**src/rtl/paging_request_arbiter.sv**
```systemverilog
// Arbitrates the shared page-walk unit between the data and code requesters,
// with a one-entry translation cache per requester and paging-off bypass.
module paging_request_arbiter #(
    parameter int STARVE_LIMIT = 4
) (
    input  logic        clock,
    input  logic        reset,
    input  logic        i_paging_enable,
    input  logic [31:0] i_page_directory_base,
    input  logic        i_flush,
    input  logic        i_data_valid,
    input  logic [31:0] i_data_linear_address,
    output logic        o_data_ready,
    output logic [31:0] o_data_physical_address,
    input  logic        i_code_valid,
    input  logic [31:0] i_code_linear_address,
    output logic        o_code_ready,
    output logic [31:0] o_code_physical_address,
    output logic        o_walk_valid,
    output logic [31:0] o_walk_linear_address,
    output logic [31:0] o_walk_page_directory_base,
    input  logic        i_walk_ready,
    input  logic [31:0] i_walk_physical_address
);

    localparam int CW = $clog2(STARVE_LIMIT + 1);

    typedef enum logic [1:0] {IDLE, WALK_ISSUE, WALK_WAIT, RESPOND} state_t;

    state_t        state_reg, state_next;
    logic          grant_code_reg, grant_code_next;
    logic [31:0]   lin_reg, lin_next;
    logic [31:0]   cr3_reg, cr3_next;
    logic [CW-1:0] starve_reg, starve_next;
    logic          drop_fill_reg, drop_fill_next;
    logic          resp_en;
    logic [31:0]   resp_phys;
    logic          fill_en;

    // Index 0 is the data requester, index 1 the code requester.
    logic [1:0]    entry_valid_reg;
    logic [19:0]   entry_tag_reg   [2];
    logic [19:0]   entry_frame_reg [2];
    logic [31:0]   phys_reg        [2];
    logic [31:0]   req_lin         [2];
    logic [1:0]    hit;
    logic [1:0]    ready;

    logic unused_low_bits;
    assign unused_low_bits = ^{i_walk_physical_address[11:0], i_page_directory_base[11:0]};

    assign req_lin[0] = i_data_linear_address;
    assign req_lin[1] = i_code_linear_address;

    // A same-cycle flush makes the lookup see both entries as invalid.
    generate
        for (genvar gi = 0; gi < 2; gi++) begin : g_entry
            assign hit[gi]   = entry_valid_reg[gi] && !i_flush &&
                               (entry_tag_reg[gi] == req_lin[gi][31:12]);
            assign ready[gi] = (state_reg == RESPOND) && (grant_code_reg == 1'(gi));
        end
    endgenerate

    assign o_data_ready               = ready[0];
    assign o_code_ready               = ready[1];
    assign o_data_physical_address    = phys_reg[0];
    assign o_code_physical_address    = phys_reg[1];
    assign o_walk_valid               = (state_reg == WALK_ISSUE);
    assign o_walk_linear_address      = lin_reg;
    assign o_walk_page_directory_base = cr3_reg;

    always_comb begin
        state_next      = state_reg;
        grant_code_next = grant_code_reg;
        lin_next        = lin_reg;
        cr3_next        = cr3_reg;
        starve_next     = starve_reg;
        drop_fill_next  = drop_fill_reg;
        resp_en         = 1'b0;
        resp_phys       = 32'h0;
        fill_en         = 1'b0;
        case (state_reg)
            IDLE: begin
                if (i_data_valid || i_code_valid) begin
                    grant_code_next = i_code_valid &&
                                      (!i_data_valid || starve_reg == CW'(STARVE_LIMIT));
                    lin_next        = grant_code_next ? i_code_linear_address : i_data_linear_address;
                    cr3_next        = {i_page_directory_base[31:12], 12'h000};
                    if (grant_code_next)
                        starve_next = '0;
                    else if (i_code_valid && starve_reg != CW'(STARVE_LIMIT))
                        starve_next = starve_reg + 1'b1;
                    if (!i_paging_enable) begin
                        state_next = RESPOND;
                        resp_en    = 1'b1;
                        resp_phys  = lin_next;
                    end else if (hit[grant_code_next]) begin
                        state_next = RESPOND;
                        resp_en    = 1'b1;
                        resp_phys  = {entry_frame_reg[grant_code_next], lin_next[11:0]};
                    end else begin
                        state_next = WALK_ISSUE;
                    end
                end
            end
            WALK_ISSUE: begin
                state_next = WALK_WAIT;
                if (i_flush)
                    drop_fill_next = 1'b1;
            end
            WALK_WAIT: begin
                if (i_flush)
                    drop_fill_next = 1'b1;
                if (i_walk_ready) begin
                    state_next = RESPOND;
                    resp_en    = 1'b1;
                    resp_phys  = {i_walk_physical_address[31:12], lin_reg[11:0]};
                    fill_en    = !drop_fill_reg && !i_flush;
                end
            end
            RESPOND: begin
                state_next     = IDLE;
                drop_fill_next = 1'b0;
            end
            default: state_next = IDLE;
        endcase
        if (!i_code_valid)
            starve_next = '0;
    end

    always_ff @(posedge clock or posedge reset) begin
        if (reset) begin
            state_reg       <= IDLE;
            grant_code_reg  <= 1'b0;
            lin_reg         <= 32'h0;
            cr3_reg         <= 32'h0;
            starve_reg      <= '0;
            drop_fill_reg   <= 1'b0;
            entry_valid_reg <= 2'b00;
            for (int i = 0; i < 2; i++) begin
                entry_tag_reg[i]   <= 20'h0;
                entry_frame_reg[i] <= 20'h0;
                phys_reg[i]        <= 32'h0;
            end
        end else begin
            state_reg      <= state_next;
            grant_code_reg <= grant_code_next;
            lin_reg        <= lin_next;
            cr3_reg        <= cr3_next;
            starve_reg     <= starve_next;
            drop_fill_reg  <= drop_fill_next;
            if (resp_en)
                phys_reg[grant_code_next] <= resp_phys;
            // Flush wins over a fill landing in the same cycle.
            if (i_flush) begin
                entry_valid_reg <= 2'b00;
            end else if (fill_en) begin
                entry_valid_reg[grant_code_reg] <= 1'b1;
                entry_tag_reg[grant_code_reg]   <= lin_reg[31:12];
                entry_frame_reg[grant_code_reg] <= i_walk_physical_address[31:12];
            end
        end
    end

endmodule

```
**config.mk**
```make
export PLATFORM = sky130hd
export DESIGN_NAME = paging_request_arbiter
export DESIGN_NICKNAME = d
export VERILOG_FILES = /design/src/rtl/paging_request_arbiter.sv
export SDC_FILE = /design/constraint.sdc
export NUM_CORES = 1
export LEC_CHECK = 0
export CAP_MARGIN = 5
export CORE_ASPECT_RATIO = 0.8
export CORE_UTILIZATION = 62
export DETAILED_ROUTE_END_ITERATION = 10
export DONT_BUFFER_PORTS = 1
export GPL_ROUTABILITY_DRIVEN = 0
export GPL_TIMING_DRIVEN = 0
export PLACE_DENSITY = 0.78
export SLEW_MARGIN = 20
export SYNTH_ARGS = -nofsm -noshare
export SYNTH_HDL_FRONTEND = slang
export SYNTH_SLANG_ARGS = --single-unit
```
**constraint.sdc**
```tcl
create_clock -name clock -period 15.4 [get_ports clock]
set_input_delay 2.31 -clock clock [delete_from_list [all_inputs] [get_ports clock]]
set_output_delay 2.31 -clock clock [all_outputs]
set_load 0.005 [all_outputs]
```
==> results of run 1 <==
-- synthesized netlist by cell type (9+ instances only) --
library cell               instances  area [sq um]
sky130_fd_sc_hd__clkbuf_1         25          93.8
sky130_fd_sc_hd__nand4_1           9          56.3
sky130_fd_sc_hd__nor4_1            9          56.3
sky130_fd_sc_hd__xnor2_1          18           158
sky130_fd_sc_hd__a21o_1           12          90.1
sky130_fd_sc_hd__a22oi_1          32           240
sky130_fd_sc_hd__a21oi_1          16          80.1
sky130_fd_sc_hd__o21ai_1          65           325
sky130_fd_sc_hd__mux2i_1          20           200
sky130_fd_sc_hd__mux2_2          120          1350
sky130_fd_sc_hd__xor2_1           23           201
sky130_fd_sc_hd__buf_2            15          75.1
sky130_fd_sc_hd__o21ai_0          45           225
sky130_fd_sc_hd__buf_4            14           105
sky130_fd_sc_hd__nand2_1         139           522
sky130_fd_sc_hd__dfrtp_1         205          5130
-- routing by layer --
| metal | wire, microns | track usage |
|---|---|---|
| met5 | 0 | 0 |
| met1 | 9680 | 0.410 |
| met3 | 2780 | 0.119 |
| met4 | 655 | 0.100 |
| met2 | 11700 | 0.518 |
-- final cells by class --
class / count / area, sq um
clock buffers: 23 / 553
repair buffers: 1 / 27.5
inverters: 7 / 33.8
fillers: 994 / 4150
flip-flops and latches: 205 / 5130
clock inverters: 15 / 151
well taps: 184 / 230
plain buffers: 61 / 300
multi-input cells: 564 / 3920
-- cells by family after synthesis --
group / count (synthesis)
AOI/OAI and AO/OA: 182
other: 1
buffers and inverters: 68
xor gates and xnor gates: 41
adders and majority gates: 6
DFF: 205
and+or+nand+nor: 183
muxes: 140
-- worst min-delay path by stage --
| stage | end | depth (start not counted) |
|---|---|---|
| finish | entry_frame_reg[18]$_DFFE_PP0P_ | 1 |
| global route | entry_frame_reg[18]$_DFFE_PP0P_ | 1 |
| CTS | entry_frame_reg[12]$_DFFE_PP0P_ | 1 |
| detailed placement | entry_frame_reg[12]$_DFFE_PP0P_ | 1 |
| global placement | entry_valid_reg[0]$_DFFE_PP0P_ | 2 |
| floorplan | entry_valid_reg[1]$_DFFE_PP0P_ | 2 |
-- where the power goes --
group	total (mW)	internal [mW]	switching, mW
clock network	0.513	0.297	0.216
registers	0.950	0.765	0.185
logic	0.562	0.259	0.303
total	2.02	1.32	0.704
-- worst reg2reg max path: stages (launching register included) --
cell and delay (ns):
sky130_fd_sc_hd__dfrtp_1 0.40, sky130_fd_sc_hd__inv_1 0.08, sky130_fd_sc_hd__ha_1 0.17, sky130_fd_sc_hd__a21bo_2 0.20, sky130_fd_sc_hd__and2_1 0.14, sky130_fd_sc_hd__clkbuf_1 0.42
sky130_fd_sc_hd__buf_2 0.43, sky130_fd_sc_hd__mux2i_1 0.54, sky130_fd_sc_hd__o21ai_0 0.14, sky130_fd_sc_hd__a22oi_1 0.28, sky130_fd_sc_hd__o21ai_1 0.11
-- cell usage in the layout, fill, tap and decap left out, types with 2 or more instances in the layout --
cell                           n
sky130_fd_sc_hd__clkbuf_8      2
sky130_fd_sc_hd__clkinv_4      3
sky130_fd_sc_hd__mux2i_1      20
sky130_fd_sc_hd__bufinv_16     2
sky130_fd_sc_hd__nand4_1       9
sky130_fd_sc_hd__nor4_1        9
sky130_fd_sc_hd__inv_1         6
sky130_fd_sc_hd__a22oi_1      32
sky130_fd_sc_hd__clkbuf_16    21
sky130_fd_sc_hd__buf_2        15
sky130_fd_sc_hd__nand2b_1      3
sky130_fd_sc_hd__a21boi_0      2
sky130_fd_sc_hd__dfrtp_1     205
sky130_fd_sc_hd__xnor2_1      18
sky130_fd_sc_hd__buf_4        14
sky130_fd_sc_hd__nor2_1        6
sky130_fd_sc_hd__a21oi_1      16
sky130_fd_sc_hd__buf_1         7
sky130_fd_sc_hd__o21ai_1      65
sky130_fd_sc_hd__and2_1        5
sky130_fd_sc_hd__inv_6         2
sky130_fd_sc_hd__conb_1       12
sky130_fd_sc_hd__a21o_1       12
sky130_fd_sc_hd__clkinvlp_4    3
sky130_fd_sc_hd__a22o_1        2
sky130_fd_sc_hd__clkinv_2      5
sky130_fd_sc_hd__mux2_2      120
sky130_fd_sc_hd__xor2_1       23
sky130_fd_sc_hd__nor2b_1       2
sky130_fd_sc_hd__nand3_1       4
sky130_fd_sc_hd__o21ai_0      45
sky130_fd_sc_hd__nand2_1     139
sky130_fd_sc_hd__clkbuf_1     25
sky130_fd_sc_hd__ha_1          6
==> results_tabular.tex, run 1 <==
\begin{tabular}{lr}
\hline
Metric & Value \\
\hline
\multicolumn{2}{l}{\textbf{Run status}} \\
Status & finished with violations \\
Violated checks & design-rule violations \\
\multicolumn{2}{l}{\textbf{Worst setup path}} \\
Reg-to-reg critical path startpoint & starve\_reg[0]\$\_DFFE\_PP0P\_ \\
CP delay by family, top & buffers and inverters \\
Library cell contributing the largest single delay on the critical path & sky130\_fd\_sc\_hd\_\_o21ai\_1 \\
Critical Path Source & i\_code\_valid \\
Crit path buffers/inverters & 4 \\
Register-to-register path setup slack & 12.34 ns \\
Slowest stage delay, CP & 0.54 ns \\
Reg2Reg Capture Point & o\_data\_physical\_address[21]\$\_DFFE\_PP0P\_ \\
Maximum fanout encountered on the critical timing path & 10 \\
WP depth & 7 \\
Nature of the critical path endpoint & flop \\
Kind of start point of the critical path & primary input \\
Cells on worst reg2reg path & 10 \\
Data arrival, critical path & 4.81 ns \\
Capture point of the critical path & o\_walk\_linear\_address[31]\$\_DFFE\_PP0P\_ \\
Cell with the most instances on the worst path & sky130\_fd\_sc\_hd\_\_clkbuf\_1 \\
Ordered cell list for the critical path & clkbuf\_1, o21ai\_1, clkbuf\_1, clkbuf\_1, buf\_1, nand2\_1, o21ai\_0 \\
Worst path required time & 15.81 ns \\
Classification of the worst setup path & in2reg \\
\multicolumn{2}{l}{\textbf{STA}} \\
Rel. slew slack & 0.314 \\
Final hold slack & 0.502 ns \\
Measured slew at the worst slew-check pin & 1.02 ns \\
Final setup violation count & 0 \\
Portion of the clock cycle consumed by the worst path in the final layout & 0.285 \\
Summed negative setup slack over all endpoints & 0 ns \\
Slew Viols, Final & 0 \\
F\_max & 0.227 GHz \\
Time the worst path needs with I/O delays and setup & 4.40 ns \\
Worst Setup Slack, final & 11.00 ns \\
RSZ-0062 raised after global routing & no \\
Final count of hold timing violations & 0 \\
Final setup skew & 0.0241 ns \\
\multicolumn{2}{l}{\textbf{Yosys}} \\
Number of synthesized flops with an enable pin & 0 \\
Number of distinct library cells after synthesis & 41 \\
Simple-gate area share of the yosys netlist & 0.0847 \\
Number of synthesized register bits & 205 \\
Share of synthesized area spent on multiplexers & 0.166 \\
Post-synthesis instance area & 0.00933 sq mm \\
Xor/xnor share of the synthesized area & 0.0385 \\
Async set or reset register ratio after synthesis & 1.00 \\
Syn. warnings & 0 \\
Proportion of synthesized chip area in sequential cells & 0.550 \\
Area share of fa/ha/maj cells after synthesis & 0.00805 \\
Complex-gate fraction of the synthesized area & 0.117 \\
Average cell area after synthesis & 11.3 sq um \\
Main combinational cell family by area after synthesis & multiplexers \\
Post-Synthesis Cells & 826 \\
Primary flip-flop cell chosen by synthesis mapping & sky130\_fd\_sc\_hd\_\_dfrtp\_1 \\
\multicolumn{2}{l}{\textbf{Clock tree}} \\
Max H-tree Level & 1 \\
Number of sinks on the clock net & 205 \\
Clock tree buffer depth & 3 \\
TritonCTS buffer count & 21 \\
Hold Buf Count CTS & 0 \\
Number of gates resized after CTS & 0 \\
Clock tree from TritonCTS & yes \\
Clock Latency Late Sink & 0.50 ns \\
Post-CTS Setup Bufs & 0 \\
Library cell used as clock root buffer & sky130\_fd\_sc\_hd\_\_clkbuf\_16 \\
Clock-pin slew on the worst setup and hold paths & 0.07 ns \\
\multicolumn{2}{l}{\textbf{Power}} \\
Worst ir drop on vdd & 0.000104 V \\
Total power consumption of the routed design & 2.02 mW \\
Cell leakage power & 4.76 nW \\
Pwr per Cell Area & 196 mW/mm\^{}2 \\
\multicolumn{2}{l}{\textbf{Placement}} \\
Post-placement cell area & 0.00964 sq mm \\
Pre-CTS setup slack & 10.65 ns \\
Placed Instances & 1022 \\
Number of port buffers & 0 \\
Half-perimeter wire length after detailed placement & 18300 microns \\
\multicolumn{2}{l}{\textbf{Global route}} \\
Largest net degree at the start of global routing & 106 \\
Antenna violations before repair & 0 \\
Overflow left after global routing & 0 \\
Global-route total usage across every layer & 0.323 \\
Global-route wire length before repair & 38500 microns \\
Number of global-route vias before repair & 6874 \\
\multicolumn{2}{l}{\textbf{Die}} \\
Initial Utilization & 0.644 \\
Die W & 139 microns \\
DIE HEIGHT & 112 microns \\
Number of top-level pins & 266 \\
Core Footprint & 0.0145 sq mm \\
Total Die Area & 0.0155 sq mm \\
Site Rows & 39 \\
\multicolumn{2}{l}{\textbf{Finish}} \\
Share of layout cells above drive strength 1 & 0.220 \\
Non-filler instance count after layout & 1060 \\
Synthesis-to-layout area growth & 10.8\% \\
Layout Cell Area excl Fill & 0.0103 sq mm \\
End-of-flow core utilization & 0.714 \\
Inserted Diodes & 0 \\
Net total in the final layout & 1002 \\
\multicolumn{2}{l}{\textbf{Routing}} \\
Total routed wirelength & 24800 microns \\
DRC violations left & 18 \\
Starting DRT DRC Count & 724 \\
Post-DR vias/cell & 6.33 \\
Total via count after detailed routing & 6715 \\
Final antenna-violating net count & 0 \\
Average routed wire per standard cell & 23.4 microns \\
First-pass iteration count of the detailed router & 9 \\
\multicolumn{2}{l}{\textbf{Flow run}} \\
Max Cap Violations & 0 \\
\multicolumn{2}{l}{\textbf{Min path}} \\
Tightest Hold Check Type & reg2reg \\
Worst hold path startpoint & entry\_frame\_reg[18]\$\_DFFE\_PP0P\_ \\
\hline
\end{tabular}
Note: power is estimated with default switching activity, not from simulation.
==> run 2, diff against run 1 <==
CORE_UTILIZATION = 57   (was 62)
PLACE_DENSITY = 0.75   (was 0.78)
clock period = 3.6 ns   (was 15.4 ns; I/O delays follow)
==> run 2 against run 1 <==
Net effect: the run now ends clean; critical path depth up 3; sequential power rose to 4.3 times the previous value; largest power group unchanged; combinational power rose to 4.3 times the previous value; clock-buffer cell count up 5; highest routed layer unchanged; clock skew up 0.0035 ns; setup slack worse by 11 ns; total power rose to 4.3 times the previous value; non-clock buffer count up 6; final cell count up 3.7%; via count up 0.42%; routed wire length up 2.3%.
==> results_tabular.tex, run 2 (same netlist as run 1, synthesis figures left out) <==
\begin{tabular}{lr}
\hline
Metric & Value \\
\hline
\multicolumn{2}{l}{\textbf{STA}} \\
Slew Viols, Final & 0 (unchanged) \\
RSZ-0062 raised after global routing & no \\
Time the worst path needs with I/O delays and setup & 3.21 ns \\
F\_max & 0.311 GHz \\
Measured slew at the worst slew-check pin & 0.976 ns (-0.0443 ns) \\
Final hold slack & 0.172 ns (-0.330 ns) \\
Portion of the clock cycle consumed by the worst path in the final layout & 0.892 \\
Rel. slew slack & 0.343 (+0.0298) \\
Summed negative setup slack over all endpoints & 0 ns (unchanged) \\
Final count of hold timing violations & 0 (unchanged) \\
Final setup skew & 0.0276 ns (+0.00351 ns) \\
Final setup violation count & 0 (unchanged) \\
Worst Setup Slack, final & 0.388 ns (-10.62 ns) \\
\multicolumn{2}{l}{\textbf{Die}} \\
Total Die Area & 0.0169 sq mm (+8.6\%) \\
Initial Utilization & 0.587 (-0.0571) \\
Core Footprint & 0.0159 sq mm (+9.7\%) \\
DIE HEIGHT & 116 microns (+4.2\%) \\
Site Rows & 41 (+5.1\%) \\
Die W & 145 microns (+4.2\%) \\
Number of top-level pins & 266 (unchanged) \\
\multicolumn{2}{l}{\textbf{Routing}} \\
Final antenna-violating net count & 0 (unchanged) \\
First-pass iteration count of the detailed router & 5 (-4) \\
Post-DR vias/cell & 6.14 (-3.1\%) \\
Total routed wirelength & 25400 microns (+2.3\%) \\
Total via count after detailed routing & 6743 (+0.42\%) \\
Average routed wire per standard cell & 23.1 microns (-1.4\%) \\
DRC violations left & 0 (-18) \\
Starting DRT DRC Count & 511 (-29\%) \\
\multicolumn{2}{l}{\textbf{Worst setup path}} \\
Register-to-register path setup slack & 0.39 ns (-11.95 ns) \\
Classification of the worst setup path & reg2reg \\
Nature of the critical path endpoint & flop \\
Slowest stage delay, CP & 0.59 ns (+0.05 ns) \\
Cells on worst reg2reg path & 10 (unchanged) \\
Kind of start point of the critical path & flop \\
Worst path required time & 3.98 ns (-11.83 ns) \\
Reg2Reg Capture Point & o\_data\_physical\_address[21]\$\_DFFE\_PP0P\_ \\
Crit path buffers/inverters & 3 (-1) \\
Critical Path Source & starve\_reg[0]\$\_DFFE\_PP0P\_ \\
Data arrival, critical path & 3.59 ns (-1.22 ns) \\
Ordered cell list for the critical path & inv\_1, ha\_1, a21bo\_2, and2\_1, clkbuf\_1, buf\_2, mux2i\_1, o21ai\_0, a22oi\_1, o21ai\_1 \\
CP delay by family, top & buffers and inverters \\
Maximum fanout encountered on the critical timing path & 10 (unchanged) \\
Reg-to-reg critical path startpoint & starve\_reg[0]\$\_DFFE\_PP0P\_ \\
Library cell contributing the largest single delay on the critical path & sky130\_fd\_sc\_hd\_\_mux2i\_1 \\
\multicolumn{2}{l}{\textbf{Min path}} \\
Worst hold path startpoint & i\_walk\_physical\_address[29] \\
Tightest Hold Check Type & in2reg \\
Hold Path Depth & 1 (unchanged) \\
Hold path endpoint & entry\_frame\_reg[37]\$\_DFFE\_PP0P\_ \\
\multicolumn{2}{l}{\textbf{Finish}} \\
Net total in the final layout & 1009 (+0.70\%) \\
Most used cells in the layout excluding fill and tap cells & sky130\_fd\_sc\_hd\_\_dfrtp\_1, sky130\_fd\_sc\_hd\_\_nand2\_1, sky130\_fd\_sc\_hd\_\_mux2\_2 \\
Synthesis-to-layout area growth & 12.5\% \\
Inserted Diodes & 0 (unchanged) \\
Most common cell after layout, fill and taps aside & sky130\_fd\_sc\_hd\_\_dfrtp\_1 \\
Number of filler cells placed in the layout & 1185 (+19\%) \\
Share of layout cells above drive strength 1 & 0.222 (+0.00140) \\
\multicolumn{2}{l}{\textbf{Flow run}} \\
Max Cap Violations & 0 (unchanged) \\
\multicolumn{2}{l}{\textbf{Clock tree}} \\
TritonCTS buffer count & 22 (+4.8\%) \\
Clock tree from TritonCTS & yes \\
Max H-tree Level & 1 (unchanged) \\
Clock Latency Late Sink & 0.52 ns (+0.02 ns) \\
Clock-pin slew on the worst setup and hold paths & 0.06 ns (about the same) \\
Number of sinks on the clock net & 205 (unchanged) \\
Library cell used as clock root buffer & sky130\_fd\_sc\_hd\_\_clkbuf\_16 \\
Clock tree buffer depth & 3 (unchanged) \\
Number of gates resized after CTS & 0 (unchanged) \\
\multicolumn{2}{l}{\textbf{Run status}} \\
Status & completed \\
\multicolumn{2}{l}{\textbf{Placement}} \\
Half-perimeter wire length after detailed placement & 19000 microns (+4.0\%) \\
Number of port buffers & 0 (unchanged) \\
Pre-CTS setup slack & 0.527 ns (-10.12 ns) \\
\multicolumn{2}{l}{\textbf{Power}} \\
Cell leakage power & 4.81 nW (+1.1\%) \\
Pwr per Cell Area & 832 mW/mm\^{}2 (+330\%) \\
Worst ir drop on vdd & 0.000494 V (+370\%) \\
Total power consumption of the routed design & 8.74 mW (+330\%) \\
\multicolumn{2}{l}{\textbf{Global route}} \\
Global-route wire length before repair & 38300 microns (-0.66\%) \\
Global-route total usage across every layer & 0.297 (-0.0259) \\
Overflow left after global routing & 0 (unchanged) \\
Antenna violations before repair & 0 (unchanged) \\
Largest net degree at the start of global routing & 38 (-64\%) \\
Number of global-route vias before repair & 6707 (-2.4\%) \\
\hline
\end{tabular}
## run 2: cell count changes in the layout (fill, tap and decap cells not counted), sizes merged
cell         before  now
dlygate4sd3       0    1
buf              37   42
inv               9    6
clkbuf           48   53
## run 2: area by class of cell
type,count,area (sq um),area share
Tap cell,215,269,0.0256
Buffer,61,300,0.0286
Clock inverter,12,130,0.0124
Sequential cell,205,5130,0.489
Clock buffer,28,593,0.0565
Multi-Input combinational cell,564,3920,0.373
Inverter,7,30.0,0.00286
Timing Repair Buffer,7,130,0.0124
## run 2: routing by layer
metal	global-route usage	part of all wire
met2	0.460	0.46
met5	0	0
met4	0.0933	0.025
met1	0.392	0.40
met3	0.110	0.11
## run 2: through the flow
stage                util  std cells  area (sq um)
floorplan               -        837          9380
CTS                 0.660       1099         10500
finish              0.660       1099         10500
detailed placement  0.614       1058          9770
global placement    0.607       1052          9650
global route        0.660       1099         10500
## run 2: how the worst max path moves through the flow
stage / to / slack (ns) / cells after the start
2_1_floorplan: drop_fill_reg$_DFFE_PP0P_ / 0.40 / 1
3_3_place_gp: o_code_physical_address[0]$_DFFE_PP0P_ / -0.44 / 1
3_5_place_dp: o_data_physical_address[21]$_DFFE_PP0P_ / 0.53 / 8
4_1_cts: o_data_physical_address[21]$_DFFE_PP0P_ / 0.51 / 10
5_1_grt: o_data_physical_address[21]$_DFFE_PP0P_ / 0.24 / 10
6_report: o_data_physical_address[21]$_DFFE_PP0P_ / 0.39 / 10
## run 2: where the power goes
group          switching, mW  internal [mW]  total (mW)
combinational           1.30           1.12        2.42
clock                  0.938           1.32        2.26
sequential             0.794           3.27        4.07
total                   3.03           5.71        8.74
## run 2: repair_timing
item,CTS,global route
hold buffers,1,0
hold endpoints to repair,17,0
endpoints found under the setup margin,0,0
setup buffers,0,0
==> variant 1: new RTL, config.mk and constraints of run 2 <==
Change the parameter `STARVE_LIMIT` from 4 to 8.
--- a/src/rtl/paging_request_arbiter.sv
+++ b/src/rtl/paging_request_arbiter.sv
@@ -1,7 +1,7 @@
 // Arbitrates the shared page-walk unit between the data and code requesters,
 // with a one-entry translation cache per requester and paging-off bypass.
 module paging_request_arbiter #(
-    parameter int STARVE_LIMIT = 4
+    parameter int STARVE_LIMIT = 8
 ) (
     input  logic        clock,
     input  logic        reset,
Function: no difference found for any inputs over 4 cycles, from zero or initial values and one cycle with reset high; that may be too few to reach the edited logic, so the function may still have changed.
==> variant 1 against run 2 <==
  * The run now ends with design-rule violations left
  * Final area grew 9.5%
  * Non-clock buffer count rose by 7
  * Area after synthesis increased by 10%
  * Combinational power grew 8.3%
  * Largest power group unchanged
  * Cell count is essentially flat
  * Via count grew 1.8%
  * Worst setup slack improved by 0.17 ns
  * Wire length increased by 5.1%
  * Power grew 3.8%
  * Sequential share of layout area is 4.0 points lower
  * Sequential cell count up 1
==> variant 1: results (changes against run 2) <==
| Metric | Value |
|---|---|
| Number of global-route vias before repair | `7041 (+5.0%)` |
| First-pass GRT wire length | `40300 um (+5.2%)` |
| Synth warn | `0 (unchanged)` |
| TritonRoute pass-1 iters | `8 (+3)` |
| Post-synth EDFFs | `0 (unchanged)` |
| Clk_lat worst skew | `0.51 ns` |
| Via count | `6862 (+1.8%)` |
| Asr flop ratio synth | `100% (unchanged)` |
| Synth cell types | `44 (+7.3%)` |
| Max IR drop VDD | `0.480 mV (-2.8%)` |
| Seq/Total Area, Yosys | `50.2% (-4.7 points)` |
| Num CTS Buffers | `22 (unchanged)` |
| HPWL after detailed placement | `19700 um (+3.8%)` |
| Ratio of cells with drive above 1 in the final layout | `25.5% (+3.3 points)` |
| Antenna Cells | `0 (unchanged)` |
| Status | `finished with violations` |
| Initial drt markers | `557 (+9.0%)` |
| Die area | `18500 um^2 (+9.8%)` |
| Crit path largest cell delay | `0.55 ns (-0.04 ns)` |
| Largest net degree at the start of global routing | `39 (+2.6%)` |
| Grt met3 use | `7.40% (-3.6 points)` |
| H-tree levels | `1 (unchanged)` |
| Routing usage on met1 | `38.6% (-0.64 points)` |
| R2R Setup Slk | `0.56 ns (+0.17 ns)` |
| Drt wl/cell | `24.2 um (+5.0%)` |
| Area contributors post-synth | `dfrtp_1 (50%), mux2_2 (11%), mux2i_1 (7.1%)` |
| Final nets | `1000 (-0.89%)` |
| Failing checks | `design-rule violations` |
| Clock buffer depth | `3 (unchanged)` |
| Met2 global-route usage | `45.6% (-0.36 points)` |
| Leak | `5.27 nW (+9.6%)` |
| Clock Root Buffer | `clkbuf_16` |
| Worst path slowest cell | `a211oi_1` |
| Residual DRC count | `32 (+32)` |
| PortBufs | `0 (unchanged)` |
| CP arrival | `3.39 ns (-0.20 ns)` |
| Min-Delay Path Class | `in2reg` |
| Post-CTS Setup Repair Bufs | `0 (unchanged)` |
| Worst-path clk slew | `0.06 ns (about the same)` |
| Initial antenna violation count | `0 (unchanged)` |
| All-Layer GR Usage | `28.6% (-1.1 points)` |
| Top cells by count, synth | `dfrtp_1 (206), mux2_2 (104), mux2i_1 (73), inv_1 (51), xor2_1 (29)` |
| Crit Path Max Fanout | `10 (unchanged)` |
| Max_slew headroom | `27.2% (-7.1 points)` |
| Fin Clk Skew | `0.0156 ns (-0.0119 ns)` |
## variant 1: cell type report
| cell class | count | area, um^2 |
|---|---|---|
| sequential | 206 | 5150 |
| clock buffer | 29 | 597 |
| tap | 225 | 282 |
| timing repair buffer | 7 | 130 |
| buffer | 68 | 377 |
| multi-input combinational | 503 | 4580 |
| fill | 1260 | 5990 |
| inverter | 51 | 195 |
| clock inverter | 11 | 175 |
## variant 1: final timing paths
| check | from | end | cells past startpoint |
|---|---|---|---|
| worst max-delay path | starve_reg[0] | o_data_physical_address[21] | 11 |
| worst min-delay path | i_code_valid | starve_reg[0] | 1 |
| worst max register to register | starve_reg[0] | o_data_physical_address[21] | 11 |
| worst min register to register | entry_valid_reg[0] | entry_valid_reg[0] | 2 |
| max in group asynchronous | reset | entry_tag_reg[38] | 5 |
| min in group asynchronous | reset | o_data_physical_address[15] | 2 |
## variant 1: cell families (layout without fill, tap and decap cells)
group | count (synthesis) | count (layout) | synth area share [%]
muxes | 217 | 217 | 25.9
adders and majority gates | 6 | 6 | 0.732
DFF | 206 | 206 | 50.2
xor gates and xnor gates | 40 | 40 | 3.41
buffers and inverters | 119 | 166 | 5.54
and+or+nand+nor | 144 | 144 | 8.35
other | 1 | 12 | 0.0365
AOI/OAI and AO/OA | 84 | 84 | 5.82
## variant 1: repair_timing
action                                 4_1_cts  5_1_grt
resized for setup                            0        0
hold buffers                                 1        0
endpoints found under the hold margin       10        0
## variant 1: layer usage
metal,wire length [um],vias up
li1,-,2963
met1,10900,3534
met2,12800,319
met3,2270,46
met4,711,0
met5,0,-
## variant 1: where the power goes
group          internal [mW]  switching [mW]  total [mW]
clock network           1.47           0.940        2.41
registers               3.26           0.791        4.05
logic                   1.33            1.29        2.62
## variant 1: critical path, delay by kind of cell, from the launching register on
family	cells	cell delay, ns
DFF	1	0.40
adders and majority gates	1	0.21
muxes	2	0.48
and+or+nand+nor	2	0.27
buffers and inverters	4	0.81
AOI/OAI and AO/OA	2	0.70
## variant 1: metrics by stage
step	setup slack [ns]	instances	hold slack, ns	instance area, um^2	power [mW]
2_1_floorplan	0.388	828	0.442	10300	5.86
3_3_place_gp	-0.430	1053	0.480	10600	6.43
3_5_place_dp	0.573	1059	0.389	10700	6.67
4_1_cts	0.560	1100	0.158	11500	9.10
5_1_grt	0.403	1100	0.162	11500	9.52
6_report	0.558	1100	0.163	11500	9.07
==> variant 2: new RTL, config.mk and constraints of run 2 <==
Made on the original files. Encoding of `state_t`: now one-hot (4 bits for 4 states).
--- a/src/rtl/paging_request_arbiter.sv
+++ b/src/rtl/paging_request_arbiter.sv
@@ -25,7 +25,7 @@
 
     localparam int CW = $clog2(STARVE_LIMIT + 1);
 
-    typedef enum logic [1:0] {IDLE, WALK_ISSUE, WALK_WAIT, RESPOND} state_t;
+    typedef enum logic [3:0] {IDLE = 4'b0001, WALK_ISSUE = 4'b0010, WALK_WAIT = 4'b0100, RESPOND = 4'b1000} state_t;
 
     state_t        state_reg, state_next;
     logic          grant_code_reg, grant_code_next;
Behaviour: no difference found for any inputs over 4 cycles, from zero or initial values and one cycle with reset high; so few cycles prove little.
==> variant 2 against run 2 <==
  * Area after synthesis grew 3.5%
  * Cell count grew 5.5%
  * Sequential cell count grew 2
  * Sequential share of layout area shrank 0.92 points
  * Sequential power shrank 1%
  * Worst setup slack gained 0.0038 ns
  * Combinational power shrank 15%
  * Utilization shrank 0.74 points
  * Hold slack lost 0.025 ns
  * Global-route usage grew 1.4 points
  * Final area grew 2.9%
  * Wire length grew 5.4%
  * Power shrank 4.8%
  * Critical path type unchanged
  * Largest power group unchanged
==> variant 2: results (changes against run 2) <==
| Metric | Value |
|---|---|
| Clk_lat worst skew | `0.50 ns (-0.02 ns)` |
| Seq/Total Area, Yosys | `53.6% (-1.3 points)` |
| Top cells by count, synth | `dfrtp_1 (206), nand2_1 (135), mux2_2 (80), nor3_1 (68), a31oi_1 (65)` |
| Slew @ Worst Pin | `0.863 ns (-0.112 ns)` |
| Drt wl/cell | `23.1 um (about the same)` |
| Layout Cells excl Fill | `1159 (+5.5%)` |
| Largest net degree at the start of global routing | `35 (-7.9%)` |
| Fill cell count | `1304 (+10%)` |
| Hold Path Cell Cnt | `2 (+1)` |
| Hold path startpoint | `i_page_directory_base[14]` |
| Crit path largest cell delay | `0.68 ns (+0.09 ns)` |
| Switching power share of the total | `34.6% (-0.11 points)` |
| Ratio of cells with drive above 1 in the final layout | `17.0% (-5.1 points)` |
| Leak | `5.23 nW (+8.8%)` |
| Fin Clk Skew | `0.0117 ns (-0.0158 ns)` |
| Final nets | `1062 (+5.3%)` |
| Via count | `7140 (+5.9%)` |
| Num CTS Buffers | `21 (-4.5%)` |
| R2R Path End | `o_code_physical_address[14]` |
| All-Layer GR Usage | `31.1% (+1.4 points)` |
| Worst path slowest cell | `nor3_1` |
| HPWL after detailed placement | `19400 um (+2.4%)` |
| Max IR drop VDD | `0.426 mV (-14%)` |
| Hold slack | `0.147 ns (-0.0249 ns)` |
| Status | `completed` |
| Synth cell types | `44 (+7.3%)` |
| Number of global-route vias before repair | `7201 (+7.4%)` |
==> variant 2: per-stage QoR <==
step                TNS [ns]  power [mW]  setup WS (ns)  instance area (um^2)
finish                     0        8.32          0.392                 10800
global route               0        8.78          0.181                 10800
CTS                        0        8.34          0.445                 10800
detailed placement         0        6.10          0.496                 10100
global placement     -157.67        5.99         -0.787                  9980
floorplan                  0        5.37          0.375                  9700
==> variant 2: critical path: cells and delay by family (launching register included) <==
family | cells | cell delay (ns)
and+or+nand+nor | 3 | 1.08
buffers and inverters | 3 | 0.78
AOI/OAI and AO/OA | 3 | 0.70
DFF | 1 | 0.37
adders and majority gates | 1 | 0.19
==> variant 2: metal layers <==
metal,share of wire (%),GRT usage (%),vias up
met5,0,0,-
met4,2.4,8.51,0
met3,9.8,9.92,44
met2,45,47.3,325
met1,43,43.0,3538
li1,-,-,3233
==> variant 2: logic make-up (layout without fill, tap and decap cells) <==
family	after synthesis	after routing	share of synthesized area, %
and+or+nand+nor	259	259	12.5
DFF	207	207	53.6
AOI/OAI and AO/OA	153	153	10.4
muxes	140	140	15.5
buffers and inverters	82	126	4.00
xor gates and xnor gates	40	40	3.63
adders and majority gates	2	2	0.259
other	1	12	0.0388
==> variant 2: final cells by class <==
cell class | count | area share [%]
well taps | 220 | 2.55
flip-flops and latches | 207 | 47.9
inverters | 4 | 0.174
repair buffers | 7 | 1.20
clock buffers | 27 | 5.26
clock inverters | 10 | 1.20
plain buffers | 78 | 3.44
multi-input cells | 606 | 38.2
==> variant 2: power groups by stage <==
stage / Combinational [mW] / Clock (mW) / Sequential, mW
floorplan: 1.57 / 0 / 3.80
global placement: 1.96 / 0 / 4.03
detailed placement: 2.04 / 0 / 4.06
CTS: 2.05 / 2.26 / 4.03
global route: 2.31 / 2.34 / 4.13
finish: 2.05 / 2.24 / 4.03
==> variant 2: how the worst max path moves through the flow <==
stage | to | slack, ns | cells past startpoint
3_5_place_dp | o_code_physical_address[14] | 0.50 | 10
3_3_place_gp | entry_frame_reg[0] | -0.79 | 1
5_1_grt | o_code_physical_address[13] | 0.18 | 10
4_1_cts | o_code_physical_address[14] | 0.45 | 10
2_1_floorplan | drop_fill_reg | 0.37 | 1
6_report | o_code_physical_address[14] | 0.39 | 10
